**src/rtl/level_debouncer.sv**
```systemverilog
// Synchronizer plus four-state debounce FSM for a raw asynchronous level.
// Define LEVEL_DEBOUNCER_GLITCH_CNT_EN to enable the saturating glitch counter.
module level_debouncer #(
   parameter int SYNC_STAGES = 2,
   parameter int DB_CYCLES   = 16,
   parameter int GLITCH_W    = 8
) (
   input  logic                clk,
   input  logic                rst,
   input  logic                rawin,
   output logic                levelout,
   output logic                busy,
   output logic [GLITCH_W-1:0] glitch_cnt
);

   localparam int CNT_W = $clog2(DB_CYCLES + 1);
   localparam logic [CNT_W-1:0] CNT_ONE  = CNT_W'(1);
   localparam logic [CNT_W-1:0] CNT_LAST = CNT_W'(DB_CYCLES - 1);

   localparam logic [1:0] ST_LOW      = 2'd0;
   localparam logic [1:0] ST_CHK_HIGH = 2'd1;
   localparam logic [1:0] ST_HIGH     = 2'd2;
   localparam logic [1:0] ST_CHK_LOW  = 2'd3;

   logic [SYNC_STAGES-1:0] sync_q;
   logic                   s;
   logic [1:0]             state_q, state_d;
   logic [CNT_W-1:0]       cnt_q, cnt_d;
   logic                   levelout_q, levelout_d;
   logic                   busy_q, busy_d;

   assign s = sync_q[SYNC_STAGES-1];

   always_ff @(posedge clk or negedge rst) begin
      if (!rst) begin
         sync_q <= '0;
      end else begin
         sync_q <= {sync_q[SYNC_STAGES-2:0], rawin};
      end
   end

   always_comb begin
      state_d = state_q;
      cnt_d   = cnt_q;
      case (state_q)
         ST_LOW: begin
            if (s) begin
               if (DB_CYCLES == 1) begin
                  state_d = ST_HIGH;
               end else begin
                  state_d = ST_CHK_HIGH;
                  cnt_d   = CNT_ONE;
               end
            end
         end
         ST_CHK_HIGH: begin
            if (!s) begin
               state_d = ST_LOW;
               cnt_d   = '0;
            end else if (cnt_q == CNT_LAST) begin
               state_d = ST_HIGH;
               cnt_d   = '0;
            end else begin
               cnt_d = cnt_q + CNT_ONE;
            end
         end
         ST_HIGH: begin
            if (!s) begin
               if (DB_CYCLES == 1) begin
                  state_d = ST_LOW;
               end else begin
                  state_d = ST_CHK_LOW;
                  cnt_d   = CNT_ONE;
               end
            end
         end
         ST_CHK_LOW: begin
            if (s) begin
               state_d = ST_HIGH;
               cnt_d   = '0;
            end else if (cnt_q == CNT_LAST) begin
               state_d = ST_LOW;
               cnt_d   = '0;
            end else begin
               cnt_d = cnt_q + CNT_ONE;
            end
         end
         default: begin
            state_d = ST_LOW;
            cnt_d   = '0;
         end
      endcase
   end

   // Outputs decode the next state so they flip on the same edge as the FSM.
   assign levelout_d = (state_d == ST_HIGH) || (state_d == ST_CHK_LOW);
   assign busy_d     = (state_d == ST_CHK_HIGH) || (state_d == ST_CHK_LOW);

   always_ff @(posedge clk or negedge rst) begin
      if (!rst) begin
         state_q    <= ST_LOW;
         cnt_q      <= '0;
         levelout_q <= 1'b0;
         busy_q     <= 1'b0;
      end else begin
         state_q    <= state_d;
         cnt_q      <= cnt_d;
         levelout_q <= levelout_d;
         busy_q     <= busy_d;
      end
   end

   assign levelout = levelout_q;
   assign busy     = busy_q;

`ifdef LEVEL_DEBOUNCER_GLITCH_CNT_EN
   logic                glitch;
   logic [GLITCH_W-1:0] gcnt_q, gcnt_d;

   assign glitch = ((state_q == ST_CHK_HIGH) && !s) ||
                   ((state_q == ST_CHK_LOW) && s);

   always_comb begin
      gcnt_d = gcnt_q;
      if (glitch && (gcnt_q != '1)) begin
         gcnt_d = gcnt_q + GLITCH_W'(1);
      end
   end

   always_ff @(posedge clk or negedge rst) begin
      if (!rst) begin
         gcnt_q <= '0;
      end else begin
         gcnt_q <= gcnt_d;
      end
   end

   assign glitch_cnt = gcnt_q;
`else
   assign glitch_cnt = '0;
`endif

endmodule

```
**config.mk**
```make
export PLATFORM = sky130hd
export DESIGN_NAME = level_debouncer
export DESIGN_NICKNAME = d
export VERILOG_FILES = /design/src/rtl/level_debouncer.sv
export SDC_FILE = /design/constraint.sdc
export NUM_CORES = 1
export LEC_CHECK = 0
export CORE_UTILIZATION = 40
export DETAILED_ROUTE_END_ITERATION = 6
export MAX_ROUTING_LAYER = met4
export PLACE_DENSITY = 0.7
export SYNTH_ARGS = -nofsm -noshare
export SYNTH_HDL_FRONTEND = slang
export SYNTH_SLANG_ARGS = --single-unit
```
**constraint.sdc**
```tcl
create_clock -name clk -period 3.8 [get_ports clk]
set_clock_uncertainty 0.2 [all_clocks]
set_input_delay 0.57 -clock clk [delete_from_list [all_inputs] [get_ports clk]]
set_output_delay 0.57 -clock clk [all_outputs]
set_load 0.02 [all_outputs]
```
* Word level (Yosys, flattened, before mapping)
Index checks and enable logic that the tools add are counted.
Storage, ports and cells: register bits 11, input bits 3, output and inout port bits 10, logic and storage cells 32
Cells by class: $add $sub $neg 1, equality and inequality tests 9, mux-type cells 13, reductions and logical operators 4
Operators by type and width (count):
- 5-bit 2-to-1 mux | 5
- 5-bit one-hot mux with 4 select lines | 1
- 2-bit 2-to-1 mux | 6
- 2-bit == test, second input constant | 4
- 2-bit one-hot mux with 4 select lines | 1
- 5-bit by 1-bit adder with 5-bit output, second input constant | 1
- 5-bit by 4-bit == test with 1-bit output, second input constant | 1
- 2-bit by 1-bit == test with 1-bit output, second input constant | 2
- 2-bit inequality test, second input constant | 2
- 2-bit logical NOT | 1
- 1-bit logical OR | 2
- 2-bit AND reduction | 1

* Depth between registers and ports, before layout
word-level depth 6, depth in mapped cells 4

* Worst setup path before layout
Ideal clock, no wire load.
path kind register to register, start point register cnt_q[0], end point register levelout_q (netlist: levelout), data arrival time 1.204 ns, required time 3.475 ns, slack 2.271 ns, cell stages (with the launch flop) 5, clock period less this slack 1.529 ns, path through dfrtp_1 ha_1 and4b_4 nand2_4 mux2_4
On the way: cells in the longest elaborated chain, start to end 6, elaborated cells on any way between the ends 9, those cells by class 3 x eq/ne; 5 x mux; 1 x reduce/logical
RTL lines:
- from (decl) | line 28 | logic [CNT_W-1:0] cnt_q, cnt_d;
- from (signal assigned) | line 107 | cnt_q <= cnt_d;
- 5-bit by 4-bit == test with 1-bit output (*) | line 60, 81
- 2-bit 2-to-1 mux (on tied branches) | line 81, 60
- 2-bit 2-to-1 mux (on tied branches) | line 78, 57
- 2-bit one-hot mux with 4 select lines (*) | line 45 | case (state_q)
- 2-bit == test | line 96 | assign levelout_d = (state_d == ST_HIGH) || (state_d == ST_CHK_LOW);
- 1-bit logical OR (*) | line 96
- via levelout_d | line 29 | logic levelout_q, levelout_d;
- to (signal assigned) | line 108 | levelout_q <= levelout_d;
- to (decl) | line 29
The timed path passes the listed nets; every way through them passes the cells marked *. A chain may end at the register's enable or synchronous reset.

* Final worst setup path
start point register busy_q (netlist: busy), end point output port busy
RTL lines:
- from (decl) | line 30 | logic busy_q, busy_d;
- from (signal assigned) | line 109 | busy_q <= busy_d;
- to (decl) | line 12 | output logic busy,
No word-level cell between the ends.

==> flow_metrics.env <==
export IMPL_startpoint_type="flip-flop"
export IMPL_holdBufCountCts=0
export IMPL_synth_largest_area_cell="dfrtp_1"
export IMPL_cp_top_family="buffers and inverters"
export IMPL_rsz0062_at_grt="no"
export IMPL_viasPerCell=4.60
export IMPL_wire_per_inst_um=10.1
export IMPL_fmax_mhz=448
export IMPL_htree_levels=1
export IMPL_hold_viol=0
export IMPL_start_util_pct=45.4
export IMPL_synth_area_mux_share_pct=5.65
export IMPL_pwr_density_cell_nw_per_um2=405
export IMPL_p_leak_nw=0.275
export IMPL_slowest_stage="clkdlybuf4s50_1"
export IMPL_grt_overflow=0
export IMPL_synth_compound_gate_area_share_pct=10.4
export IMPL_drtPass1Iterations=3
export IMPL_die_y_um=38.5
export IMPL_synth_edf_count=0
export IMPL_vias=299
export IMPL_ios=13
export IMPL_endpoint_kind="output pin"
export IMPL_yosys_register_bits=10
export IMPL_worstPathCellList="clkdlybuf4s50_1"
export IMPL_synth_top_family_by_area="buffers and inverters"
export IMPL_grt_busiest_layer="met1"
export IMPL_yosys_area_share_adder_pct=2.35
export IMPL_slowest_delay_ns=0.67
export IMPL_synth_top_area_share_pct=47.1
export IMPL_synth_distinct_cells=20
export IMPL_seq_area_frac_synth_pct=47.1
export IMPL_cts_setup_buffers=0
export IMPL_cap_violations=0
export IMPL_cp_buffers_inverters=1
export IMPL_fin_setup_tns_ns=0
export IMPL_ir_drop_uv=167
export IMPL_synth_simple_gate_area_share_pct=12.5
export IMPL_hold_class="reg -> reg"
export IMPL_diodes=0
export IMPL_synthFlopType="dfrtp_1"
export IMPL_cts_tree="done"
export IMPL_nFillCells=115
export IMPL_worst_endpoint_required_ns=3.03
export IMPL_setup_worst_path_class="reg -> out"
export IMPL_fin_nets=56
export IMPL_utilization_pct=49.6
export IMPL_period_needed_ns=2.23
export IMPL_cts_resized=0
export IMPL_yosysMostFrequentCell="dfrtp_1"
export IMPL_fin_crit_sh_pct=58.8
export IMPL_areaGrowthSynthToFinish_pct=9.18
export IMPL_crit_fanout=11
export IMPL_path_clk_slew_ns=0.06
export IMPL_cts_buffer_depth=2
export IMPL_grtUsageMet3_pct=1.74
export IMPL_synth_xor_area_share_pct=8.00
export IMPL_grt_pass1_wl_mm=1.09
export IMPL_drt_iter0_drc=8
export IMPL_dpl_hpwl_um=516
export IMPL_finalMaxSlewViolations=0
export IMPL_synth_warnings=0
export IMPL_clock_latency_ns=0.26
export IMPL_status="completed"
export IMPL_grt_max_degree=12
export IMPL_num_rows=12
export IMPL_ys_top_cells_by_count="dfrtp_1 (10), buf_4 (8), nand3_1 (4)"
export IMPL_grt_use_met1_pct=15.7
export IMPL_drive_gt1_share_pct=19.6
export IMPL_final_setup_viol_count=0
export IMPL_fp_dieW_um=38.5
export IMPL_avgSynthCellArea_um2=11.8
export IMPL_syn_area_um2=532
export IMPL_synthCells=45
export IMPL_critPathArrivalTime_ns=1.46
export IMPL_cts_sinks=10
export IMPL_async_reset_ff_share_pct=100
export IMPL_track_usage_pct=12.1
export IMPL_fp_coreArea_um2=1170
export IMPL_grt_pass1_vias=255
export IMPL_io_buffers=4
export IMPL_cts_buffers=3
export IMPL_clock_root_buffer="clkbuf_4"
export IMPL_antenna_found_initial=0
export IMPL_place_gp_congestion=0.701
export IMPL_ys_top_cells_by_area="dfrtp_1 (47%), buf_4 (11%), mux2_4 (5.6%)"
export IMPL_wl_um=659
export IMPL_remaining_drc_errors=0
export IMPL_postRouteAntennaNets=0
export IMPL_dieArea_um2=1480
export IMPL_use_met2_pct=15.3
==> kinds of logic (layout without fill, tap and decap cells) <==
family | count (synthesis) | count (layout)
simple gates | 11 | 11
flops | 10 | 10
buf+inv | 9 | 8
compound gates | 7 | 7
xor+xnor | 4 | 4
mux | 2 | 2
fa+ha+maj | 1 | 1
other cells | 1 | 8
==> report_power, final <==
part	internal [W]	switching (W)	leakage, nW	total, W
Combinational	0.00000881	0.0000153	0.125	0.0000241
Sequential	0.000112	0.00000659	0.129	0.000118
Clock	0.0000581	0.0000343	0.0210	0.0000924
==> per-stage QoR <==
step | setup WS, ns | total power [W] | area (um^2) | cells | hold slack, ns
finish | 1.57 | 0.000235 | 581 | 65 | 0.155
global route | 1.51 | 0.000249 | 581 | 65 | 0.170
CTS | 1.55 | 0.000238 | 581 | 65 | 0.156
detailed placement | 1.84 | 0.000144 | 544 | 61 | 0.142
global placement | 1.86 | 0.000145 | 544 | 61 | 0.135
floorplan | 2.27 | 0.000144 | 558 | 52 | 0.0744
==> area by class of cell <==
| cell class | instances | area (um^2) | share of cell area, % |
|---|---|---|---|
| Tap cell | 14 | 17.5 | 3.02 |
| Multi-Input combinational cell | 33 | 236 | 40.7 |
| Sequential cell | 10 | 250 | 43.1 |
| Timing Repair Buffer | 4 | 40.0 | 6.90 |
| Clock buffer | 4 | 36.3 | 6.25 |
==> per-layer routing <==
metal	routed length, um	part of all wire [%]
met5	0	0
met2	313	47
met1	311	47
met3	24	3.6
met4	8	1.2
==> cell usage in the layout, fill, tap and decap left out <==
master            n
a21oi_1           1
and3_1            1
and4b_4           1
clkbuf_4          3
clkbuf_8          1
clkdlybuf4s50_1   4
conb_1            8
dfrtp_1          10
ha_1              1
mux2_4            2
nand2_1           3
nand2_4           1
nand3_1           4
nor2_1            1
o21a_1            2
o21ai_0           2
o2bb2ai_1         1
o32ai_2           1
xnor2_1           1
xor2_1            2
xor2_2            1
==> path summary, 6_finish.rpt <==
check,from,end,slack (ns),cells after the start
max in group asynchronous,rst,cnt_q[1]$_DFFE_PN0P_,2.69,1
worst max register to register,cnt_q[0]$_DFFE_PN0P_,state_q[1]$_DFF_PN0_,2.20,4
worst min-delay path,sync_q[0]$_DFF_PN0_,sync_q[1]$_DFF_PN0_,0.15,0
worst min register to register,sync_q[0]$_DFF_PN0_,sync_q[1]$_DFF_PN0_,0.15,0
min in group asynchronous,rst,sync_q[1]$_DFF_PN0_,0.41,1
worst max-delay path,busy$_DFF_PN0_,busy,1.57,1
==> sequential cells by signal, indices dropped and copies added (netlist names) <==
name	count
sync_q	2
busy	1
cnt_q	5
state_q	1
levelout	1
Note: power is estimated with default switching activity, not from simulation.
==> RTL edit (same flow settings) <==
The option `LEVEL_DEBOUNCER_GLITCH_CNT_EN` is turned on by a define.
--- a/src/rtl/level_debouncer.sv
+++ b/src/rtl/level_debouncer.sv
@@ -1,5 +1,7 @@
 // Synchronizer plus four-state debounce FSM for a raw asynchronous level.
 // Define LEVEL_DEBOUNCER_GLITCH_CNT_EN to enable the saturating glitch counter.
+`define LEVEL_DEBOUNCER_GLITCH_CNT_EN
+
 module level_debouncer #(
    parameter int SYNC_STAGES = 2,
    parameter int DB_CYCLES   = 16,
Formal check against the unedited RTL: not equivalent (Yosys sat finds a counterexample within 10 cycles, from zero or initial values and one cycle with rst low).
==> RTL edit against the original RTL <==
Critical path depth unchanged; routed wire length grew 120%; area after synthesis rose by 58%; die area rose by 55%; total power up 130%; sequential power is 140% higher; via count grew 98%; combinational power increased to 7.3 times the old value; sequential cell count is 8 higher; final area is 75% higher; non-clock buffer count is 8 higher; worst setup slack got worse by 0.22 ns; global-route usage up 5.2 points; first-iteration DRC count decreased by 25%.
==> RTL edit: results (changes against the original RTL) <==
| Metric | Value |
|---|---|
| Total iterations of the first detailed-routing run | 4 (+1) |
| Synth unique cells | 24 (+20%) |
| Lkg Pwr | 0.446 nW (+62%) |
| Share of cells above drive strength 1 | 0.0682 (-0.128) |
| GRT Util Overall | 0.173 (+0.0521) |
| Vias in the first global route | 567 (+120%) |
| Area contributors post-synth | dfrtp_1, xor2_1, nand2_1, mux2_1, nand3_1 |
| CP max FO | 17 (+6) |
| Largest net degree at the start of global routing | 19 (+7) |
| DR WL/cell | 12.9 um (+27%) |
| DRT iter0 DRCs | 6 (-2) |
| Worst Path Arrival | 1.68 ns (+0.22 ns) |
| First-pass GRT wire length | 2550 um (+130%) |
| Int Power | 0.354 mW (+98%) |
| FF/Latch Area | 450 um2 (+80%) |
| WL final | 1480 um (+120%) |
| Most frequent cells after synthesis | dfrtp_1, nand2_1, nand3_1 |
| Post-DP Area | 991 um2 (+82%) |
| Critical Path Max Stage Delay | 0.71 ns (+0.04 ns) |
| Fill cells | 213 (+85%) |
| Vias per cell | 5.14 (+12%) |
| RePlAce Congestion | 0.748 (+6.7%) |
| CTS Buf Count | 3 (unchanged) |
| VDD IR-drop max | 341 uV (+100%) |
| Post-DP HPWL | 1060 um (+100%) |
| Final nets | 95 (+70%) |
| Worst skew pair latency | 0.29 ns (+0.03 ns) |
| Reg clk slew, reported paths | 0.09 ns (+0.03 ns) |
| Status | completed |
| Sequential share of the synthesized area | 0.535 (+0.0643) |
| I/O Buffers | 12 (+8) |
| Dpl ws | 1.66 ns (-0.181 ns) |
| Largest register FFs | 8 (+3) |
| Placed instance count | 112 (+84%) |
| Post-Synthesis Cells | 74 (+64%) |
-- RTL edit: layout make-up --
type / count / share of cell area
clock buffer: 3 / 0.0222
inverter: 1 / 0.00370
multi-input combinational: 54 / 0.378
sequential: 18 / 0.444
tap: 27 / 0.0333
timing repair buffer: 12 / 0.119
-- RTL edit: final timing paths --
| path | endpoint | from | slack [ns] |
|---|---|---|---|
| hold reg to reg | sync_q[1]$_DFF_PN0_ | sync_q[0]$_DFF_PN0_ | 0.16 |
| hold / removal | sync_q[1]$_DFF_PN0_ | sync_q[0]$_DFF_PN0_ | 0.16 |
| setup reg to reg | levelout$_DFF_PN0_ | cnt_q[0]$_DFFE_PN0P_ | 2.07 |
| setup / recovery | busy | state_q[0]$_DFF_PN0_ | 1.35 |
| max in group asynchronous | glitch_cnt[5]$_DFFE_PN0P_ | rst | 2.38 |
| min in group asynchronous | levelout$_DFF_PN0_ | rst | 0.53 |
-- RTL edit: power by group through the flow --
stage                     clock [mW]  sequential, mW  combinational, mW
after floorplan                    0           0.311             0.0632
after global placement             0           0.282              0.175
after detailed placement           0           0.284              0.176
after CTS                     0.0979           0.281              0.178
after global routing           0.103           0.290              0.190
final                         0.0909           0.282              0.175
-- RTL edit: cell families after synthesis --
group / share of synthesized area
AO/OA/AOI/OAI: 0.107
adder cells (fa/ha/maj): 0.0297
flip-flops: 0.535
multiplexers: 0.0401
AND/OR/NAND/NOR: 0.162
buffers and inverters: 0.0104
XOR/XNOR: 0.116
-- RTL edit: per-layer routing --
layer	GRT usage	wire length [um]	part of all wire	vias up
met2	0.284	721	0.49	14
met5	-	0	0	-
met3	0.0679	95	0.064	2
li1	-	-	-	293
met4	0.0500	12	0.0081	0
met1	0.195	652	0.44	282
